[src/rtl/rsa_pkg.sv]
// Shared types and constants for the rsa_modexp_ct modular-exponentiation engine.
package rsa_pkg;

    typedef enum logic [2:0] {
        ST_IDLE,
        ST_LOAD,
        ST_MUL_ISSUE,
        ST_MUL_WAIT,
        ST_DONE
    } state_t;

    localparam logic MODE_SQM    = 1'b0;
    localparam logic MODE_LADDER = 1'b1;

    // One issue cycle, one cycle per multiplier bit, one writeback cycle.
    function automatic int unsigned mul_cycles(input int unsigned width);
        return width + 2;
    endfunction

endpackage

[src/rtl/rsa_modmul.sv]
// Interleaved shift-add modular multiplier: p = a*b mod n, MSB-first over a,
// one multiplier bit per cycle; done pulses for one cycle when p is valid.
module rsa_modmul
    import rsa_pkg::*;
#(
    parameter int WIDTH = 16
) (
    input  logic             clk,
    input  logic             rst_n,
    input  logic             start,
    input  logic [WIDTH-1:0] a,
    input  logic [WIDTH-1:0] b,
    input  logic [WIDTH-1:0] n,
    output logic             done,
    output logic [WIDTH-1:0] p
);

    localparam int ITERS = int'(mul_cycles(WIDTH)) - 2;
    localparam int ITER_W = $clog2(ITERS + 1);

    logic [WIDTH-1:0]  a_sh;
    logic [WIDTH-1:0]  b_r;
    logic [WIDTH-1:0]  n_r;
    logic [WIDTH+1:0]  acc;
    logic [ITER_W-1:0] iter_cnt;
    logic              run;

    // acc < n on entry, so 2*acc + b < 3n and two conditional subtractions suffice.
    function automatic logic [WIDTH+1:0] reduce_step(input logic [WIDTH+1:0] acc_in,
                                                     input logic             bit_in,
                                                     input logic [WIDTH-1:0] bb,
                                                     input logic [WIDTH-1:0] nn);
        logic [WIDTH+1:0] t;
        logic [WIDTH+1:0] nx;
        nx = {2'b00, nn};
        t  = (acc_in << 1) + (bit_in ? {2'b00, bb} : '0);
        if (t >= nx) t = t - nx;
        if (t >= nx) t = t - nx;
        return t;
    endfunction

    always_ff @(posedge clk or negedge rst_n) begin
        if (!rst_n) begin
            run      <= 1'b0;
            done     <= 1'b0;
            iter_cnt <= '0;
        end else begin
            done <= 1'b0;
            if (start) begin
                run      <= 1'b1;
                iter_cnt <= ITER_W'(ITERS);
            end else if (run) begin
                iter_cnt <= iter_cnt - ITER_W'(1);
                if (iter_cnt == ITER_W'(1)) begin
                    run  <= 1'b0;
                    done <= 1'b1;
                end
            end
        end
    end

    always_ff @(posedge clk) begin
        if (start) begin
            a_sh <= a;
            b_r  <= b;
            n_r  <= n;
            acc  <= '0;
        end else if (run) begin
            acc  <= reduce_step(acc, a_sh[WIDTH-1], b_r, n_r);
            a_sh <= a_sh << 1;
        end
    end

    assign p = acc[WIDTH-1:0];

endmodule

[src/rtl/rsa_modexp_ct.sv]
// Modular exponentiation m = c^d mod n with selectable square-and-multiply or
// constant-time Montgomery ladder, plus a start-to-finish latency counter.
module rsa_modexp_ct
    import rsa_pkg::*;
#(
    parameter int WIDTH = 16,
    parameter int CNT_W = 32
) (
    input  logic             clk,
    input  logic             rst_n,
    input  logic             start,
    input  logic             mode,
    input  logic [WIDTH-1:0] c,
    input  logic [WIDTH-1:0] d,
    input  logic [WIDTH-1:0] n,
    output logic [WIDTH-1:0] m_out,
    output logic             finish,
    output logic             busy,
    output logic             err,
    output logic [CNT_W-1:0] lat_cnt
);

    localparam int IDX_W = $clog2(WIDTH);

    state_t           state;
    logic             mode_r;
    logic             phase;
    logic [WIDTH-1:0] c_r;
    logic [WIDTH-1:0] d_r;
    logic [WIDTH-1:0] n_r;
    logic [WIDTH-1:0] r0;
    logic [WIDTH-1:0] r1;
    logic [IDX_W-1:0] bit_idx;
    logic [CNT_W-1:0] cnt;

    logic             mm_start;
    logic             mm_done;
    logic [WIDTH-1:0] mm_a;
    logic [WIDTH-1:0] mm_b;
    logic [WIDTH-1:0] mm_p;

    logic             cur_bit;
    logic             wr_r0;
    logic             next_phase1;
    logic             last_mul;
    logic [WIDTH-1:0] m_next;

    function automatic logic [CNT_W-1:0] sat_inc(input logic [CNT_W-1:0] v);
        return (&v) ? v : v + CNT_W'(1);
    endfunction

    // phase 0 is the squaring (SQM) or the cross product (ladder) of the current bit;
    // in the ladder both products read pre-step values because each writes the register
    // the other one does not read.
    always_comb begin
        cur_bit     = d_r[bit_idx];
        mm_a        = r0;
        mm_b        = r0;
        wr_r0       = 1'b1;
        next_phase1 = 1'b0;
        if (mode_r == MODE_SQM) begin
            if (phase) mm_b = c_r;
            next_phase1 = !phase && cur_bit;
        end else begin
            next_phase1 = !phase;
            if (!phase) begin
                mm_b  = r1;
                wr_r0 = cur_bit;
            end else if (cur_bit) begin
                mm_a  = r1;
                mm_b  = r1;
                wr_r0 = 1'b0;
            end
        end
        last_mul = !next_phase1 && (bit_idx == '0);
        m_next   = wr_r0 ? mm_p : r0;
    end

    assign mm_start = (state == ST_MUL_ISSUE);

    rsa_modmul #(
        .WIDTH(WIDTH)
    ) u_modmul (
        .clk  (clk),
        .rst_n(rst_n),
        .start(mm_start),
        .a    (mm_a),
        .b    (mm_b),
        .n    (n_r),
        .done (mm_done),
        .p    (mm_p)
    );

    always_ff @(posedge clk or negedge rst_n) begin
        if (!rst_n) begin
            state   <= ST_IDLE;
            phase   <= 1'b0;
            bit_idx <= '0;
            cnt     <= '0;
            m_out   <= '0;
            finish  <= 1'b0;
            busy    <= 1'b0;
            err     <= 1'b0;
            lat_cnt <= '0;
        end else begin
            finish <= 1'b0;
            if (state inside {ST_LOAD, ST_MUL_ISSUE, ST_MUL_WAIT}) cnt <= sat_inc(cnt);
            case (state)
                ST_IDLE: begin
                    if (start) begin
                        busy <= 1'b1;
                        cnt  <= CNT_W'(1);
                        if (n < WIDTH'(2) || c >= n) begin
                            state   <= ST_DONE;
                            m_out   <= '0;
                            err     <= 1'b1;
                            finish  <= 1'b1;
                            lat_cnt <= CNT_W'(1);
                        end else begin
                            state <= ST_LOAD;
                        end
                    end
                end
                ST_LOAD: begin
                    bit_idx <= IDX_W'(WIDTH - 1);
                    phase   <= 1'b0;
                    state   <= ST_MUL_ISSUE;
                end
                ST_MUL_ISSUE: state <= ST_MUL_WAIT;
                ST_MUL_WAIT: begin
                    if (mm_done) begin
                        if (last_mul) begin
                            state   <= ST_DONE;
                            m_out   <= m_next;
                            err     <= 1'b0;
                            finish  <= 1'b1;
                            lat_cnt <= sat_inc(cnt);
                        end else begin
                            state <= ST_MUL_ISSUE;
                            if (next_phase1) begin
                                phase <= 1'b1;
                            end else begin
                                phase   <= 1'b0;
                                bit_idx <= bit_idx - IDX_W'(1);
                            end
                        end
                    end
                end
                ST_DONE: begin
                    busy  <= 1'b0;
                    state <= ST_IDLE;
                end
                default: state <= ST_IDLE;
            endcase
        end
    end

    // Operand and working registers carry no reset; the FSM always loads them before use.
    always_ff @(posedge clk) begin
        if (state == ST_IDLE && start) begin
            mode_r <= mode;
            c_r    <= c;
            d_r    <= d;
            n_r    <= n;
        end
        if (state == ST_LOAD) begin
            r0 <= WIDTH'(1);
            r1 <= c_r;
        end else if (state == ST_MUL_WAIT && mm_done) begin
            if (wr_r0) r0 <= mm_p;
            else       r1 <= mm_p;
        end
    end

endmodule

[config.mk]
export PLATFORM = sky130hd
export DESIGN_NAME = rsa_modexp_ct
export DESIGN_NICKNAME = d
export VERILOG_FILES = /design/src/rtl/rsa_pkg.sv /design/src/rtl/rsa_modmul.sv /design/src/rtl/rsa_modexp_ct.sv
export SDC_FILE = /design/constraint.sdc
export NUM_CORES = 1
export LEC_CHECK = 0
export CAP_MARGIN = 25
export CORE_ASPECT_RATIO = 0.5
export CORE_UTILIZATION = 43
export DETAILED_ROUTE_END_ITERATION = 8
export PLACE_DENSITY = 0.63
export SLEW_MARGIN = 40
export SYNTH_ARGS = -nofsm -noshare
export SYNTH_HDL_FRONTEND = slang
export SYNTH_SLANG_ARGS = --single-unit
[constraint.sdc]
create_clock -name clk -period 18.5 [get_ports clk]
set_input_delay 1.85 -clock clk [delete_from_list [all_inputs] [get_ports clk]]
set_output_delay 1.85 -clock clk [all_outputs]
set_load 0.05 [all_outputs]
==> results.yml, run 1 <==
global_route:
  grt_pass1_vias: 10296
  grt_remaining_overflow: 0
  track_usage_pct: 21.7
  grt_start_max_net_pins: 86
  grt_first_pass_wirelength_um: 55900
  initial_antenna_violation_count: 0
clocking:
  cts_max_path_buffers: 3
  clk_latency_ns: 0.53
  tritoncts: "done"
  cts_buffers: 25
  cts_setup_buffers: 0
  clk_pin_slew_worst_paths_ns: 0.07
  cts_resized: 0
  holdBufCountCts: 0
  htree_num_levels: 1
  cts-root-buf: "sky130_fd_sc_hd__clkbuf_16"
  cts_num_sinks: 244
run_status:
  status: "finished clean"
job:
  drv_cap: 0
floorplanning:
  design.portCount: 103
  die_area_sq_um: 32600
  num_rows: 45
  starting_density_of_the_core_pct: 44.5
  die-width_um: 254
  fp.dieH_um: 128
  core-area_sq_um: 30800
setup_path:
  worstPathArrival_ns: 8.47
  worst_setup_path_start_kind: "flip-flop"
  required_ns: 18.95
  critical_path_peak_fanout: 21
  critPathSlowestCell: "sky130_fd_sc_hd__nand4b_2"
  worstSetupPathType: "reg -> reg"
  critical_path.max_stage_delay_ns: 0.58
  timing.critical_path.to_type: "flip-flop"
yosys:
  ys.warnings.count: 0
  synth.top_cell.area_share_pct: 24.8
  synthesized_instance_count: 1377
  synth_commonest_cells: "sky130_fd_sc_hd__nand2_1 (198), sky130_fd_sc_hd__nor2_1 (117), sky130_fd_sc_hd__edfxtp_1 (113)"
  async_reset_ff_share_pct: 40.2
  synthesis.area_per_instance_sq_um: 9.95
  synthDominantAreaCellType: "sky130_fd_sc_hd__edfxtp_1"
  synth_most_common_cell: "sky130_fd_sc_hd__nand2_1"
  yosysSeqAreaShare_pct: 47.5
  total_standard_cell_area_after_synthesis_sq_um: 13700
  synthesis.nets: 1501
  yosys.cell_types.count: 82
  number_of_enable_type_register_cells_in_the_synthesized_netlist: 113
  yosys_most_used_dff: "sky130_fd_sc_hd__edfxtp_1"
  synth_top_cells_by_area: "sky130_fd_sc_hd__edfxtp_1 (25%), sky130_fd_sc_hd__dfrtp_1 (18%), sky130_fd_sc_hd__ha_1 (6.3%), sky130_fd_sc_hd__nand2_1 (5.4%), sky130_fd_sc_hd__dfxtp_1 (4.8%)"
  synth_seq_cells: 244
sta:
  min_period_over_period_pct: 43.4
  timing.hold.ws_ns: 0.419
  fin_skew_ns: 0.0131
  fmaxAchievable_mhz: 125
  post-route-min-period_ns: 8.02
  setup_total_negative_slack_ns: 0
  tightestPinTransition_ns: 0.842
  slew_viol_final: 0
  rsz0062_at_grt: "no"
  setup_viol_count_final: 0
  max_slew_margin_pct: 43.7
  final-hold-violation-count: 0
route:
  route.detailed.wl_per_inst_um: 18.3
  drt_drc_violations_left: 0
  routed-via-count: 10569
  drt_pass1_iterations: 7
  antenna_violating_nets_left: 0
  detail_route.wirelength_um: 34800
  post_drt_via_cell_ratio: 5.55
  dr.first_iter.drc_count: 823
finish:
  area_growth_from_synthesis_to_layout_pct: 16.3
  final_layout_size_suffix_gt1_share_pct: 7.23
  multiInputGateArea_sq_um: 6750
  design.final.nets: 1586
  antenna-diode-count: 0
  fillCellCount: 2765
  area.sequential_sq_um: 6510
placement:
  portBuffers: 102
  hpwl_um: 24900
  gp_congestion: 0.874
worst_hold_path:
  worst_hold_path_type: "reg -> reg"
[registers in the layout, summed over array words and instances, names as in the netlist]
signal / flops
bit_idx: 4
busy: 1
c_r: 16
cnt: 32
d_r: 16
err: 1
finish: 1
lat_cnt: 32
m_out: 16
mode_r: 1
n_r: 16
phase: 1
r0: 16
r1: 16
state: 3
u_modmul.a_sh: 16
u_modmul.acc: 17
u_modmul.b_r: 16
u_modmul.done: 1
u_modmul.iter_cnt: 5
u_modmul.n_r: 16
u_modmul.run: 1
[layout by cell type, fill, tap and decap left out, types with 25 or more instances in the layout]
cell	Yosys	routed
sky130_fd_sc_hd__dfrtp_1	98	98
sky130_fd_sc_hd__xnor2_1	52	52
sky130_fd_sc_hd__mux2i_1	45	45
sky130_fd_sc_hd__o22ai_1	54	54
sky130_fd_sc_hd__edfxtp_1	113	113
sky130_fd_sc_hd__o21ai_0	50	50
sky130_fd_sc_hd__xor2_1	44	44
sky130_fd_sc_hd__nor2_1	117	116
sky130_fd_sc_hd__nand2_1	198	197
sky130_fd_sc_hd__inv_1	57	57
sky130_fd_sc_hd__a21oi_1	79	79
sky130_fd_sc_hd__clkbuf_16	0	25
sky130_fd_sc_hd__dfxtp_1	33	33
sky130_fd_sc_hd__clkdlybuf4s50_1	0	101
sky130_fd_sc_hd__ha_1	69	69
[final timing paths]
check | depth (start not counted) | start | slack (ns) | end
min reg2reg | 0 | n_r[15] | 0.42 | u_modmul.n_r[15]
min | 0 | n_r[15] | 0.42 | u_modmul.n_r[15]
min in group asynchronous | 1 | rst_n | 1.22 | u_modmul.iter_cnt[4]
max in group asynchronous | 2 | rst_n | 16.26 | cnt[30]
max reg2reg | 30 | u_modmul.a_sh[15] | 10.48 | u_modmul.acc[1]
max | 30 | u_modmul.a_sh[15] | 10.48 | u_modmul.acc[1]
[layout make-up]
type / instances / area share [%]
well taps: 423 / 3.32
repair buffers: 117 / 7.23
multi-input cells: 1015 / 42.3
clock inverters: 14 / 0.793
clock buffers: 31 / 4.07
flip-flops and latches: 244 / 40.8
inverters: 59 / 1.39
[routing by layer]
layer	up-vias	share of wire (%)	global-route usage (%)	wire length, um
met1	5185	48	30.6	16700
met2	237	46	35.7	15900
li1	5102	-	-	-
met3	45	4.4	2.52	1530
met4	0	2.2	4.82	754
met5	-	0	0	0
[cells by family after synthesis]
logic type,after synthesis,share of synthesized area [%]
adder cells (fa/ha/maj),72,6.74
buffers and inverters,118,3.55
multiplexers,67,5.53
AO/OA/AOI/OAI,290,13.7
flip-flops,244,47.5
AND/OR/NAND/NOR,490,16.8
XOR/XNOR,96,6.14
[worst max-delay path, delay by kind of cell (launching register included)]
family                     cells  cell delay (ns)
AOI/OAI and AO/OA             15             2.84
xor gates and xnor gates       1             0.22
adders and majority gates      5             1.65
buffers and inverters          1             0.30
DFF                            1             0.54
muxes                          2             0.94
and+or+nand+nor                6             1.41
[per-stage QoR]
step	instances	util, %	cell area, sq um	setup WS, ns
5_1_grt	1903	51.7	15900	9.91
3_5_place_dp	1857	49.1	15100	10.57
3_3_place_gp	1857	49.1	15100	10.73
2_1_floorplan	1377	-	13700	11.98
6_report	1903	51.7	15900	10.48
4_1_cts	1902	51.7	15900	10.53
Power of run 1 is left out: the tool's default activity adds up to more than one toggle a clock period on the data nets, which glitch-free logic cannot reach.
==> run 2: changes to the inputs <==
- clock period: 18.5 -> 8 ns (I/O delays scaled with it)
==> run 2 against run 1 <==
- clock skew up 0.0023 ns
- wire length rose by 4.3%
- worst setup slack worse by 9.9 ns
- hold slack got worse by 0.28 ns
- flip-flop and latch count is the same
- critical path type unchanged
- critical endpoint is now u_modmul.acc[8]
==> results.yml, run 2 (synthesis results as in run 1) <==
clocking:
  cts_max_path_buffers: 3
  tritoncts: "done"
  cts_buffers: 24
  cts-root-buf: "sky130_fd_sc_hd__clkbuf_16"
  htree_num_levels: 1
  cts_num_sinks: 244
  clk_latency_ns: 0.54
  clk_pin_slew_worst_paths_ns: 0.07
global_route:
  initial_antenna_violation_count: 0
  grt_remaining_overflow: 0
  grt_first_pass_wirelength_um: 57500
  track_usage_pct: 22.6
  grt_start_max_net_pins: 86
  grt_pass1_vias: 10295
route:
  dr.first_iter.drc_count: 807
  detail_route.wirelength_um: 36300
  antenna_violating_nets_left: 0
  drt_pass1_iterations: 5
  drt_drc_violations_left: 0
  post_drt_via_cell_ratio: 5.57
  route.detailed.wl_per_inst_um: 19.1
  routed-via-count: 10614
sta:
  fmaxAchievable_mhz: 136
  fin_skew_ns: 0.0154
  setup_viol_count_final: 0
  min_period_over_period_pct: 92.2
  final-hold-violation-count: 0
  rsz0062_at_grt: "no"
  post-route-min-period_ns: 7.38
  tightestPinTransition_ns: 0.828
  slew_viol_final: 0
  setup_total_negative_slack_ns: 0
  max_slew_margin_pct: 44.8
floorplanning:
  die-width_um: 254
  design.portCount: 103
  core-area_sq_um: 30800
  die_area_sq_um: 32600
  starting_density_of_the_core_pct: 44.5
  fp.dieH_um: 128
  num_rows: 45
placement:
  place_inst: 1859
  hpwl_um: 25800
  portBuffers: 102
  gp_congestion: 0.888
setup_path:
  worstPathArrival_ns: 7.79
  critPathSlowestCell: "sky130_fd_sc_hd__edfxtp_1"
  worstSetupPathType: "reg -> reg"
  timing.critical_path.to_type: "flip-flop"
  critical_path_peak_fanout: 15
  worst_setup_path_start_kind: "flip-flop"
  critical_path.max_stage_delay_ns: 0.54
  required_ns: 8.42
finish:
  area_growth_from_synthesis_to_layout_pct: 16.7
  design.final.nets: 1588
  fillCellCount: 2740
  final_cell_mix: "sky130_fd_sc_hd__nand2_1 (197), sky130_fd_sc_hd__nor2_1 (116), sky130_fd_sc_hd__edfxtp_1 (113), sky130_fd_sc_hd__clkdlybuf4s50_1 (101), sky130_fd_sc_hd__dfrtp_1 (98)"
  post_layout_nonfiller_instances: 1905
  layout.cells.most_common: "sky130_fd_sc_hd__nand2_1"
  final_layout_size_suffix_gt1_share_pct: 7.56
  top_regs: "cnt: 32 flops, lat_cnt: 32 flops, u_modmul.acc: 17 flops"
  antenna-diode-count: 0
job:
  drv_cap: 0
worst_hold_path:
  worst_hold_path_type: "in -> async"
run_status:
  status: "finished clean"
[run 2: routing by layer]
metal	track usage, %	share of wire (%)
met5	0	0
met4	5.85	2.2
met2	35.7	46
met1	32.7	48
met3	2.62	4.2
[run 2: path summary, 6_finish.rpt]
| check | start | to | slack, ns | cells past startpoint |
|---|---|---|---|---|
| max in group asynchronous | rst_n | cnt[25] | 6.83 | 2 |
| hold / removal | rst_n | u_modmul.iter_cnt[3] | 0.14 | 1 |
| hold reg to reg | n_r[14] | u_modmul.n_r[14] | 0.42 | 0 |
| setup / recovery | u_modmul.a_sh[15] | u_modmul.acc[8] | 0.62 | 30 |
| min in group clk | n_r[14] | u_modmul.n_r[14] | 0.42 | 0 |
| setup reg to reg | u_modmul.a_sh[15] | u_modmul.acc[8] | 0.62 | 30 |
[run 2: critical path, delay by kind of cell, from the launching register on]
| kind | cells | cell delay [ns] |
|---|---|---|
| AND/OR/NAND/NOR | 7 | 1.16 |
| flip-flops | 1 | 0.54 |
| AO/OA/AOI/OAI | 15 | 3.15 |
| XOR/XNOR | 1 | 0.17 |
| adder cells (fa/ha/maj) | 5 | 1.62 |
| multiplexers | 1 | 0.36 |
| buffers and inverters | 1 | 0.27 |
[run 2: stage by stage]
step                setup WS, ns  util, %  area (sq um)  hold WS [ns]
floorplan                   1.48        -         13700         0.400
global placement           0.789     49.1         15100         0.401
detailed placement         0.564     49.2         15100         0.405
CTS                        0.536     51.8         15900         0.121
global route              0.0260     51.9         16000         0.132
finish                     0.625     51.9         16000         0.140
[run 2: area by class of cell]
class / count / area, sq um / area share, %
repair buffers: 120 / 1180 / 7.35
multi-input cells: 1015 / 6770 / 42.3
clock inverters: 8 / 61.3 / 0.383
clock buffers: 36 / 729 / 4.56
flip-flops and latches: 244 / 6510 / 40.7
well taps: 423 / 529 / 3.31
inverters: 59 / 221 / 1.38
[run 2: timing repair]
action / CTS / global route
hold buffers: 0 / 0
buffers inserted: 0 / 1
endpoints found under the setup margin: 0 / 5
gates resized for setup: 0 / 3
Power of run 2 is left out for the same reason.
==> edit: new RTL, settings of run 1 <==
`WIDTH` is set to 16 in 2 places; all go to 8.
--- a/src/rtl/rsa_modmul.sv
+++ b/src/rtl/rsa_modmul.sv
@@ -3,7 +3,7 @@
 module rsa_modmul
     import rsa_pkg::*;
 #(
-    parameter int WIDTH = 16
+    parameter int WIDTH = 8
 ) (
     input  logic             clk,
     input  logic             rst_n,
--- a/src/rtl/rsa_modexp_ct.sv
+++ b/src/rtl/rsa_modexp_ct.sv
@@ -3,7 +3,7 @@
 module rsa_modexp_ct
     import rsa_pkg::*;
 #(
-    parameter int WIDTH = 16,
+    parameter int WIDTH = 8,
     parameter int CNT_W = 32
 ) (
     input  logic             clk,
Interface: changed (resized c, d, m_out and n); port bits go from 103 to 71. No check against the original RTL was run, so the function may have changed too.
==> edit against run 1 <==
Design area down 35%. Critical path depth down 9. Worst setup slack better by 2.3 ns. Area after synthesis down 36%. Routed wire length down 41%. Hold slack better by 0.0031 ns. Sequential cell count down 82.
==> edit: results (changes against run 1) <==
| Metric | Value |
|---|---|
| Post-DP Area | `9702 sq um (-36%)` |
| Number of port buffers | `70 (-31%)` |
| Synth Area in Compound Gates | `0.1241 (-0.01326)` |
| Nets@finish | `998 (-37%)` |
| Top delay family on crit path | `simple AND/OR/NAND/NOR gates` |
| Largest net degree at the start of global routing | `58 (-33%)` |
| CP arrival | `6.02 ns (-2.45 ns)` |
| Status | `completed` |
| DR WL met3 | `577 um (-62%)` |
| Synth top area cells | `dfrtp_1, edfxtp_1, ha_1` |
| Post-synth top cells | `nand2_1, dfrtp_1, nor2_1` |
| Hold_ws | `0.4225 ns (+0.003092 ns)` |
| Synth unique cells | `64 (-22%)` |
| Share of layout cells above drive strength 1 | `0.06787 (-0.004429)` |
| Drt via density | `5.389 (-3.0%)` |
| H-Tree Depth | `4 (+3)` |
| Post-Synth Adder-Cell Area | `0.05963 (-0.007774)` |
| Number of flops mapped to enable cells by yosys | `57 (-50%)` |
| Met1 Use GR | `0.2672 (-0.03894)` |
| Worst skew pair latency | `0.43 ns (-0.10 ns)` |
| GR Layer Usage met2 | `0.3608 (+0.003858)` |
| CTS max path bufs | `2 (-1)` |
| Ys async rst share | `0.5432 (+0.1416)` |
| Routed WL | `20.41 mm (-41%)` |
| HPWL after detailed placement | `14.46 mm (-42%)` |
| Sequential-to-total area share from yosys stat | `0.4850 (+0.01009)` |
| Drt pass-1 iters | `5 (-2)` |
| DR iter-0 viols | `388 (-53%)` |
| Worst path max stage delay | `0.49 ns (-0.09 ns)` |
| Post-Syn Nets | `942 (-37%)` |
| Routability cong. | `0.8533 (-2.3%)` |
| Met1 wire length | `9.679 mm (-42%)` |
| CTS buffer count | `17 (-32%)` |
| Largest registers | `cnt (32), lat_cnt (32), u_modmul.acc (9)` |
| CP max FO | `14 (-33%)` |
| DR WL met2 | `9.937 mm (-37%)` |
| Max Clock Skew | `0.01343 ns (+0.0002866 ns)` |
| Non-Filler Instances | `1209 (-36%)` |
| Vias in the first global route | `6520 (-37%)` |
| Met3 usage | `0.03319 (+0.008008)` |
| Slew HR | `0.4598 (+0.02262)` |
| Post-synthesis mux area share | `0.03909 (-0.01626)` |
| # fillers | `1795 (-35%)` |
| Total track usage | `0.2055 (-0.01111)` |
| CP max-delay cell | `nor3_4` |
| Crit share post-route | `0.3091 (-0.1244)` |
| Syn Area/Cell | `10.04 sq um (+0.87%)` |
-- edit: final cells by class --
| cell class | instances | area (sq um) | area share |
|---|---|---|---|
| Sequential cell | 162 | 4254 | 0.4132 |
| Tap cell | 266 | 332.8 | 0.03233 |
| Timing Repair Buffer | 76 | 743.2 | 0.07219 |
| Clock inverter | 11 | 92.59 | 0.008994 |
| Clock buffer | 21 | 493.0 | 0.04789 |
| Multi-Input combinational cell | 643 | 4267 | 0.4144 |
| Inverter | 30 | 112.6 | 0.01094 |
-- edit: path summary, 6_finish.rpt --
kind                                  start               to  depth (start not counted)
max reg2reg                u_modmul.a_sh[7]  u_modmul.acc[0]                         21
min                                  n_r[7]  u_modmul.n_r[7]                          0
min reg2reg                          n_r[7]  u_modmul.n_r[7]                          0
max in group asynchronous             rst_n         m_out[7]                          2
min in group asynchronous             rst_n          cnt[15]                          1
max                        u_modmul.a_sh[7]  u_modmul.acc[0]                         21
